**src/rtl/crc16_pkg.sv**
```systemverilog
// Shared CRC-16 definitions (poly x^16+x^15+x^2+1) and frame FSM state type.
// The trailer's final XOR is selected in the top by CRC16_APPENDER_FINAL_XOR_EN.
package crc16_pkg;

   localparam logic [15:0] CRC16_POLY         = 16'h8005;
   localparam logic [15:0] CRC16_INIT_DEFAULT = 16'hFFFF;

   typedef enum logic [1:0] {
      IDLE  = 2'd0,
      BODY  = 2'd1,
      TRAIL = 2'd2
   } state_e;

   // 32-bit parallel update, MSB-first: d[31] enters the register first.
   function automatic logic [15:0] crc16_d32_next(input logic [15:0] crc,
                                                  input logic [31:0] d);
      logic [15:0] c;
      c = crc;
      for (int i = 31; i >= 0; i--) begin
         if (c[15] ^ d[i]) begin
            c = {c[14:0], 1'b0} ^ CRC16_POLY;
         end else begin
            c = {c[14:0], 1'b0};
         end
      end
      return c;
   endfunction

endpackage

```
**src/rtl/crc16_out_reg.sv**
```systemverilog
// Single-entry registered valid/ready output stage carrying data, sop, eop and crc flag.
// Handshake: a beat moves when valid & ready; held stable while valid & ~ready.
module crc16_out_reg (
   input  logic        clk,
   input  logic        rst_n,
   input  logic        in_valid_i,
   input  logic [31:0] in_data_i,
   input  logic        in_sop_i,
   input  logic        in_eop_i,
   input  logic        in_crc_i,
   output logic        in_ready_o,
   output logic        out_valid_o,
   output logic [31:0] out_data_o,
   output logic        out_sop_o,
   output logic        out_eop_o,
   output logic        out_crc_o,
   input  logic        out_ready_i
);

   logic        valid_q;
   logic [31:0] data_q;
   logic        sop_q;
   logic        eop_q;
   logic        crc_q;

   // The register can take a new beat when empty or when its current beat leaves.
   assign in_ready_o = ~valid_q | out_ready_i;

   always_ff @(posedge clk or negedge rst_n) begin
      if (!rst_n) begin
         valid_q <= 1'b0;
         data_q  <= 32'h0;
         sop_q   <= 1'b0;
         eop_q   <= 1'b0;
         crc_q   <= 1'b0;
      end else if (in_ready_o) begin
         valid_q <= in_valid_i;
         sop_q   <= in_valid_i & in_sop_i;
         eop_q   <= in_valid_i & in_eop_i;
         crc_q   <= in_valid_i & in_crc_i;
         if (in_valid_i) begin
            data_q <= in_data_i;
         end
      end
   end

   assign out_valid_o = valid_q;
   assign out_data_o  = data_q;
   assign out_sop_o   = sop_q;
   assign out_eop_o   = eop_q;
   assign out_crc_o   = crc_q;

endmodule

```
**src/rtl/crc16_frame_appender.sv**
```systemverilog
// Computes CRC-16 over each frame's 32-bit words and appends one trailer word carrying it.
// Define CRC16_APPENDER_FINAL_XOR_EN to invert the CRC placed in the trailer.
module crc16_frame_appender
   import crc16_pkg::*;
#(
   parameter logic [15:0] CRC_INIT = CRC16_INIT_DEFAULT,
   parameter int          LEN_W    = 12
) (
   input  logic             clk,
   input  logic             rst_n,
   input  logic [31:0]      s_data,
   input  logic             s_valid,
   input  logic             s_sop,
   input  logic             s_eop,
   output logic             s_ready,
   output logic [31:0]      m_data,
   output logic             m_valid,
   output logic             m_sop,
   output logic             m_eop,
   output logic             m_crc,
   input  logic             m_ready,
   output logic [LEN_W-1:0] frame_len,
   output logic             frame_done,
   output logic             err_sop,
   output logic [1:0]       dbg_state
);

   localparam logic [LEN_W-1:0] LEN_MAX = {LEN_W{1'b1}};

   state_e           state_q;
   logic [15:0]      crc_q;
   logic [LEN_W-1:0] len_q;
   logic [LEN_W-1:0] frame_len_q;
   logic             frame_done_q;
   logic             err_sop_q;

   logic             or_ready;
   logic             accept;
   logic             trail_load;
   logic             trail_xfer;
   logic [15:0]      crc_final;
   logic [15:0]      crc_restart;
   logic [15:0]      crc_cont;

   logic             fwd_valid;
   logic [31:0]      fwd_data;
   logic             fwd_sop;
   logic             fwd_eop;
   logic             fwd_crc;

`ifdef CRC16_APPENDER_FINAL_XOR_EN
   assign crc_final = crc_q ^ 16'hFFFF;
`else
   assign crc_final = crc_q;
`endif

   assign s_ready     = or_ready & (state_q != TRAIL);
   assign accept      = s_valid & s_ready;
   assign trail_load  = (state_q == TRAIL) & or_ready;
   assign trail_xfer  = m_valid & m_ready & m_crc;
   assign crc_restart = crc16_d32_next(CRC_INIT, s_data);
   assign crc_cont    = crc16_d32_next(crc_q, s_data);

   // Trailer takes priority; otherwise forward accepted beats that belong to a frame.
   always_comb begin
      fwd_valid = 1'b0;
      fwd_data  = s_data;
      fwd_sop   = 1'b0;
      fwd_eop   = 1'b0;
      fwd_crc   = 1'b0;
      if (state_q == TRAIL) begin
         fwd_valid = 1'b1;
         fwd_data  = {16'h0000, crc_final};
         fwd_eop   = 1'b1;
         fwd_crc   = 1'b1;
      end else if (accept && (s_sop || (state_q == BODY))) begin
         fwd_valid = 1'b1;
         fwd_sop   = s_sop;
      end
   end

   // TRAIL lasts until the trailer enters the output register, so the next
   // sop can be accepted while the trailer transfers (N+1 cycles per frame).
   always_ff @(posedge clk or negedge rst_n) begin
      if (!rst_n) begin
         state_q      <= IDLE;
         crc_q        <= CRC_INIT;
         len_q        <= '0;
         frame_len_q  <= '0;
         frame_done_q <= 1'b0;
         err_sop_q    <= 1'b0;
      end else begin
         frame_done_q <= trail_xfer;
         err_sop_q    <= 1'b0;
         if (trail_xfer) begin
            frame_len_q <= len_q;
         end
         case (state_q)
            IDLE: begin
               if (accept) begin
                  if (s_sop) begin
                     crc_q   <= crc_restart;
                     len_q   <= LEN_W'(1);
                     state_q <= s_eop ? TRAIL : BODY;
                  end else begin
                     err_sop_q <= 1'b1;
                  end
               end
            end
            BODY: begin
               if (accept) begin
                  if (s_sop) begin
                     err_sop_q <= 1'b1;
                     crc_q     <= crc_restart;
                     len_q     <= LEN_W'(1);
                     state_q   <= s_eop ? TRAIL : BODY;
                  end else begin
                     crc_q <= crc_cont;
                     if (len_q != LEN_MAX) begin
                        len_q <= len_q + LEN_W'(1);
                     end
                     if (s_eop) begin
                        state_q <= TRAIL;
                     end
                  end
               end
            end
            TRAIL: begin
               if (trail_load) begin
                  crc_q   <= CRC_INIT;
                  state_q <= IDLE;
               end
            end
            default: state_q <= IDLE;
         endcase
      end
   end

   crc16_out_reg u_out_reg (
      .clk         (clk),
      .rst_n       (rst_n),
      .in_valid_i  (fwd_valid),
      .in_data_i   (fwd_data),
      .in_sop_i    (fwd_sop),
      .in_eop_i    (fwd_eop),
      .in_crc_i    (fwd_crc),
      .in_ready_o  (or_ready),
      .out_valid_o (m_valid),
      .out_data_o  (m_data),
      .out_sop_o   (m_sop),
      .out_eop_o   (m_eop),
      .out_crc_o   (m_crc),
      .out_ready_i (m_ready)
   );

   assign frame_len  = frame_len_q;
   assign frame_done = frame_done_q;
   assign err_sop    = err_sop_q;
   assign dbg_state  = state_q;

endmodule
```
**config.mk**
```make
export PLATFORM = sky130hd
export DESIGN_NAME = crc16_frame_appender
export DESIGN_NICKNAME = d
export VERILOG_FILES = /design/src/rtl/crc16_pkg.sv /design/src/rtl/crc16_out_reg.sv /design/src/rtl/crc16_frame_appender.sv
export SDC_FILE = /design/constraint.sdc
export NUM_CORES = 1
export LEC_CHECK = 0
export CAP_MARGIN = 25
export CORE_MARGIN = 3
export CORE_UTILIZATION = 58
export CTS_BUF_LIST = sky130_fd_sc_hd__clkbuf_16
export CTS_CLUSTER_SIZE = 24
export DETAILED_ROUTE_END_ITERATION = 10
export PLACE_DENSITY = 0.87
export SLEW_MARGIN = 20
export SYNTH_ARGS = -nofsm -noshare
export SYNTH_HDL_FRONTEND = slang
export SYNTH_SLANG_ARGS = --single-unit
```
**constraint.sdc**
```tcl
create_clock -name clk -period 5.4 [get_ports clk]
set_clock_uncertainty 0.1 [all_clocks]
set_input_delay 0.81 -clock clk [delete_from_list [all_inputs] [get_ports clk]]
set_output_delay 0.81 -clock clk [all_outputs]
set_load 0.01 [all_outputs]
```
# After elaboration in Yosys (flattened, before gate mapping)
# Index checks and enable logic that the tools add are counted.
dict set report word_totals {
  input_bits 38
  ff_bits 79
  wordCells 260
}
dict set report classes {
  add_sub_neg 1
  n_reduce_logical 9
  n_eq_ne 10
  n_mux 95
  bitwise 135
}
# cell count
set ops {}
lappend ops {{$mux W16} 69}
lappend ops {{$not A3 Y3} 63}
lappend ops {{$xor A1 B1 Y1} 63}
lappend ops {{$mux W12} 5}
lappend ops {{$pmux W16 S3} 1}
lappend ops {{$mux W32} 1}
lappend ops {{$pmux W12 S2} 1}
lappend ops {{$reduce_and A5 Y1} 3}
lappend ops {{$mux W2} 7}
lappend ops {{$add A12 B1 Y12 const B} 1}
lappend ops {{$ne A12 B12 Y1 const B} 1}
lappend ops {{$ne A2 B2 Y1 const B} 5}
lappend ops {{$mux W1} 9}
lappend ops {{$and A1 B1 Y1} 7}
lappend ops {{$pmux W2 S3} 1}
lappend ops {{$ne A3 B2 Y1 const B} 1}
lappend ops {{$ne A3 B3 Y1 const B} 1}
lappend ops {{$reduce_bool A3 Y1} 1}
lappend ops {{$eq A2 B1 Y1 const B} 1}
lappend ops {{$eq A2 B2 Y1 const B} 1}
lappend ops {{$logic_not A2 Y1} 1}
lappend ops {{$pmux W1 S2} 1}
lappend ops {{$reduce_and A2 Y1} 1}
lappend ops {{$reduce_bool A2 Y1} 1}
lappend ops {{other kinds (4)} 4}

# Logic depth before layout (Yosys ltp)
dict set report depth {
  ltp_word 67
  mapped_depth 11
}

# Cells and area by module
# Synthesis repeated with hierarchy kept, for this count alone.
dict set report hier_totals {
  cells_unflattened 487
  hier_area_um2 5401.4
}
# mod seq_area_each_um2 instances area_each_um2 cells_each
set modules_own_cells {}
lappend modules_own_cells {crc16_frame_appender 1121.1 1 3891.2 403}
lappend modules_own_cells {crc16_out_reg 900.9 1 1510.2 84}

# Least setup slack after synthesis
# OpenSTA, ideal clock, no wires.
dict set report synth_timing {
  kind {input to register}
  from {input port s_data[31]}
  to {register crc_q[15] (netlist: crc_final[15])}
  setup_slack_ns 2.014
  n_path_buf 1
  t_arrival_ns 3.189
  cell_stages 9
  required_time_ns 5.203
  cell_sequence {buf_6 > xor2_2 > xnor3_2 > xnor2_2 > xnor3_2 > xnor2_4 > nor2b_1 > o32a_1 > o41ai_2}
}
dict set report synth_between {
  elab_chain_cells 67
  elab_cells_between_ends 192
  cone_classes {mux: 69; bitwise: 123}
}
# element line
set synth_lines {}
lappend synth_lines {{start, declared} crc16_frame_appender.sv:11} ;# input logic [31:0] s_data,
lappend synth_lines {{$xor A1 B1 Y1} crc16_pkg.sv:20} ;# if (c[15] ^ d[i]) begin
lappend synth_lines {{$mux W16} crc16_pkg.sv:20}
lappend synth_lines {{$xor A1 B1 Y1} crc16_pkg.sv:20}
lappend synth_lines {{$mux W16} crc16_pkg.sv:20}
lappend synth_lines {{$xor A1 B1 Y1} crc16_pkg.sv:20}
lappend synth_lines {{$mux W16} crc16_pkg.sv:20}
lappend synth_lines {{$xor A1 B1 Y1} crc16_pkg.sv:20}
lappend synth_lines {{$mux W16} crc16_pkg.sv:20}
lappend synth_lines {{[51 not listed]} n/a}
lappend synth_lines {{$mux W16} crc16_pkg.sv:20}
lappend synth_lines {{$xor A1 B1 Y1} crc16_pkg.sv:20}
lappend synth_lines {{$mux W16} crc16_pkg.sv:20}
lappend synth_lines {{$xor A1 B1 Y1} crc16_pkg.sv:20}
lappend synth_lines {{$mux W16} crc16_pkg.sv:20}
lappend synth_lines {{$mux W16} crc16_frame_appender.sv:112} ;# if (s_sop) begin
lappend synth_lines {{$mux W16} crc16_frame_appender.sv:111} ;# if (accept) begin
lappend synth_lines {{$pmux W16 S3 (*)} crc16_frame_appender.sv:98} ;# case (state_q)
lappend synth_lines {{end signal, assigned} crc16_frame_appender.sv:102} ;# crc_q <= crc_restart;
lappend synth_lines {{end signal, assigned} crc16_frame_appender.sv:114} ;# crc_q <= crc_restart;
lappend synth_lines {{end signal, assigned} crc16_frame_appender.sv:118} ;# crc_q <= crc_cont;
lappend synth_lines {{end, declared} crc16_frame_appender.sv:31} ;# logic [15:0] crc_q;
# Mark *: on every way between the ends. The rest lies on a longest branch, timed or not. The select of a mux whose other input is x is not followed.
# A chain may end at the register's enable or synchronous reset.

# Worst setup path in the final report
# Ends and elaborated chain as after synthesis.

==> out/results.ini <==
[status]
run_status=completed

[clocking]
clockRootBuffer=clkbuf_16
clock_sinks=79
cts_buffers=9
cts_tree=yes
clockBufferDepth=2
path_clk_slew_ns=0.07
cts_max_level=3
clock_latency_ns=0.34
post_cts_buffers=0
hold_buffers=0
cts_resized=0

[synthesis]
synth.avg_cell_area_um2=9.88
synth.mux.area_fraction_pct=6.35
netlist-cell-type-count=50
synth_compound_area_share_pct=14.8
ys_seq_elements=79
syn_inst=521
ys_warn_count=0
synthTopCellsByCount=xnor2_1 (77), o21ai_0 (65), dfrtp_1 (63)
yosys.area_share.simple_pct=10.4
async_reset_ff_share_pct=100
synth_adder_area_share_pct=1.70
ys_top_cells_by_area=dfrtp_1 (31%), xnor2_1 (13%), dfstp_2 (8.2%)
synth-seq-area-share_pct=38.8
syn_nets=566
synth_top_family_by_area=XOR/XNOR gates
synth.most_common_cell=xnor2_1
yosys.area.top_type_share_pct=30.6
synth_ff_type=dfrtp_1
synth_xor_area_share_pct=24.8
yosys.area.top_type=dfrtp_1
synth_edf_count=0
netlist_area_um2=5140

[placement]
post-dp-hpwl_um=9350
dp.cells=688
routabilityCongestion=0.925
port_buffers=90

[route]
avgViaCountPerCell=6.01
ant_nets=0
vias=4242
wl_um=13500
first_pass_iters=5
drc=0
drt_iter0_drc=254
wire_per_inst_um=19.1

[finish]
area_delta_synth_final_pct=24.8
drive_above_1_share_pct=10.8
final_util_pct=76.2
nNetsFinal=640
stdcell_count=706

[global_route]
grt_overflow=0
grt_pass1_wl_um=22000
antenna_found_initial=1
grt.total_usage_pct=28.0
grt_max_degree=80
grt_pass1_vias=4226

[sta]
slew_violations=0
fin_crit_ns=3.77
slew_headroom_pct=34.0
fin_setup_tns_ns=0
worst_pin_slew_ns=0.987
period_share_pct=69.9
rsz0062_at_grt=false
fmax_mhz=265
hold_viol_final=0
setup_viol=0

[floorplan]
fp-row-count=33
die_y_um=100
boundaryPins=91
floorplan.initialDensity_pct=61.1
dieWidth_um=100
core_area_um2=8420
dieArea_um2=10000

[hold_path]
min_path_type=primary input to async pin

[critical_path]
crit_type=primary input to flip-flop
end_kind=flip-flop
required_ns=5.55
start_kind=primary input
critPathArrivalTime_ns=3.92
crit_path_max_fanout=5

[power]
powerDensity_nw_per_um2=747
vdd_drop_max_mv=0.453
p_leak_nw=2.72

[run]
cap_violations=0

==> critical path, cell delays in order <==
cell	delay [ns]
clkdlybuf4s50_1	0.66
xor2_2	0.24
xnor3_2	0.50
xnor2_2	0.21
xnor3_2	0.53
xnor2_4	0.23
nor2b_1	0.07
o32a_1	0.33
o41ai_2	0.33
==> layout by cell type, fill, tap and decap left out, drive strengths merged, types with 13 or more instances in the layout <==
master and instances:
o21ai 66, mux2 13, clkdlybuf4s50 89, xor2 23, dfrtp 63, xnor2 82
dfstp 16, a21oi 18, a22o 19, nor2 38, mux2i 18, nand2 50
==> state kept, by name, summed over array words and instances, names as in the netlist <==
name,count
frame_done,1
u_out_reg.out_eop_o,1
err_sop,1
len_q,12
u_out_reg.out_data_o,32
u_out_reg.out_valid_o,1
dbg_state,2
u_out_reg.out_sop_o,1
crc_final,16
frame_len,12
==> final cells by class <==
cell class | instances | area [µm²]
Antenna cell | 1 | 2.50
Timing Repair Buffer | 95 | 956
Multi-Input combinational cell | 403 | 3000
Clock buffer | 9 | 225
Fill cell | 549 | 2000
Clock inverter | 7 | 83.8
Tap cell | 105 | 131
Sequential cell | 79 | 2000
Inverter | 7 | 26.3
==> report_power, final <==
group / leakage [nW] / internal [mW] / switching [mW] / total [mW]
registers: 0.991 / 0.859 / 0.221 / 1.08
clock network: 0.149 / 0.367 / 0.271 / 0.638
logic: 1.58 / 1.51 / 1.57 / 3.08
==> routing by layer <==
metal / GRT usage, % / up-vias / routed length, µm
met5: 0 / - / 0
met4: 12.0 / 0 / 403
met2: 48.0 / 171 / 6870
met1: 35.5 / 2091 / 5490
met3: 3.96 / 36 / 714
li1: - / 1944 / -
==> final timing paths <==
kind	start	to	slack [ns]	cells past startpoint
max reg2reg	crc_final[15]$_DFFE_PN1P_	crc_final[15]$_DFFE_PN1P_	2.19	8
min in group clk	u_out_reg.out_data_o[15]$_DFFE_PN0P_	u_out_reg.out_data_o[15]$_DFFE_PN0P_	0.38	2
min	rst_n	u_out_reg.out_data_o[2]$_DFFE_PN0P_	0.27	1
max	s_data[31]	crc_final[15]$_DFFE_PN1P_	1.63	9
max in group asynchronous	rst_n	crc_final[12]$_DFFE_PN1P_	4.29	2
min reg2reg	u_out_reg.out_data_o[15]$_DFFE_PN0P_	u_out_reg.out_data_o[15]$_DFFE_PN0P_	0.38	2
==> cells by family (layout without fill, tap and decap cells) <==
kind of cell | after synthesis | after routing
xor+xnor | 118 | 118
compound gates | 124 | 124
simple gates | 123 | 123
mux | 31 | 31
flops | 79 | 79
buf+inv | 39 | 118
other cells | 0 | 1
fa+ha+maj | 7 | 7
==> through the flow <==
step	power [mW]	area, µm²	hold slack (ns)	setup WS, ns
3_5_place_dp	4.07	6080	0.374	1.31
3_3_place_gp	3.96	6080	0.362	1.42
4_1_cts	4.77	6390	0.390	1.65
5_1_grt	5.11	6420	0.290	1.53
6_report	4.80	6420	0.265	1.63
2_1_floorplan	3.32	5140	0.369	2.01
Note: power is estimated with default switching activity, not from simulation.
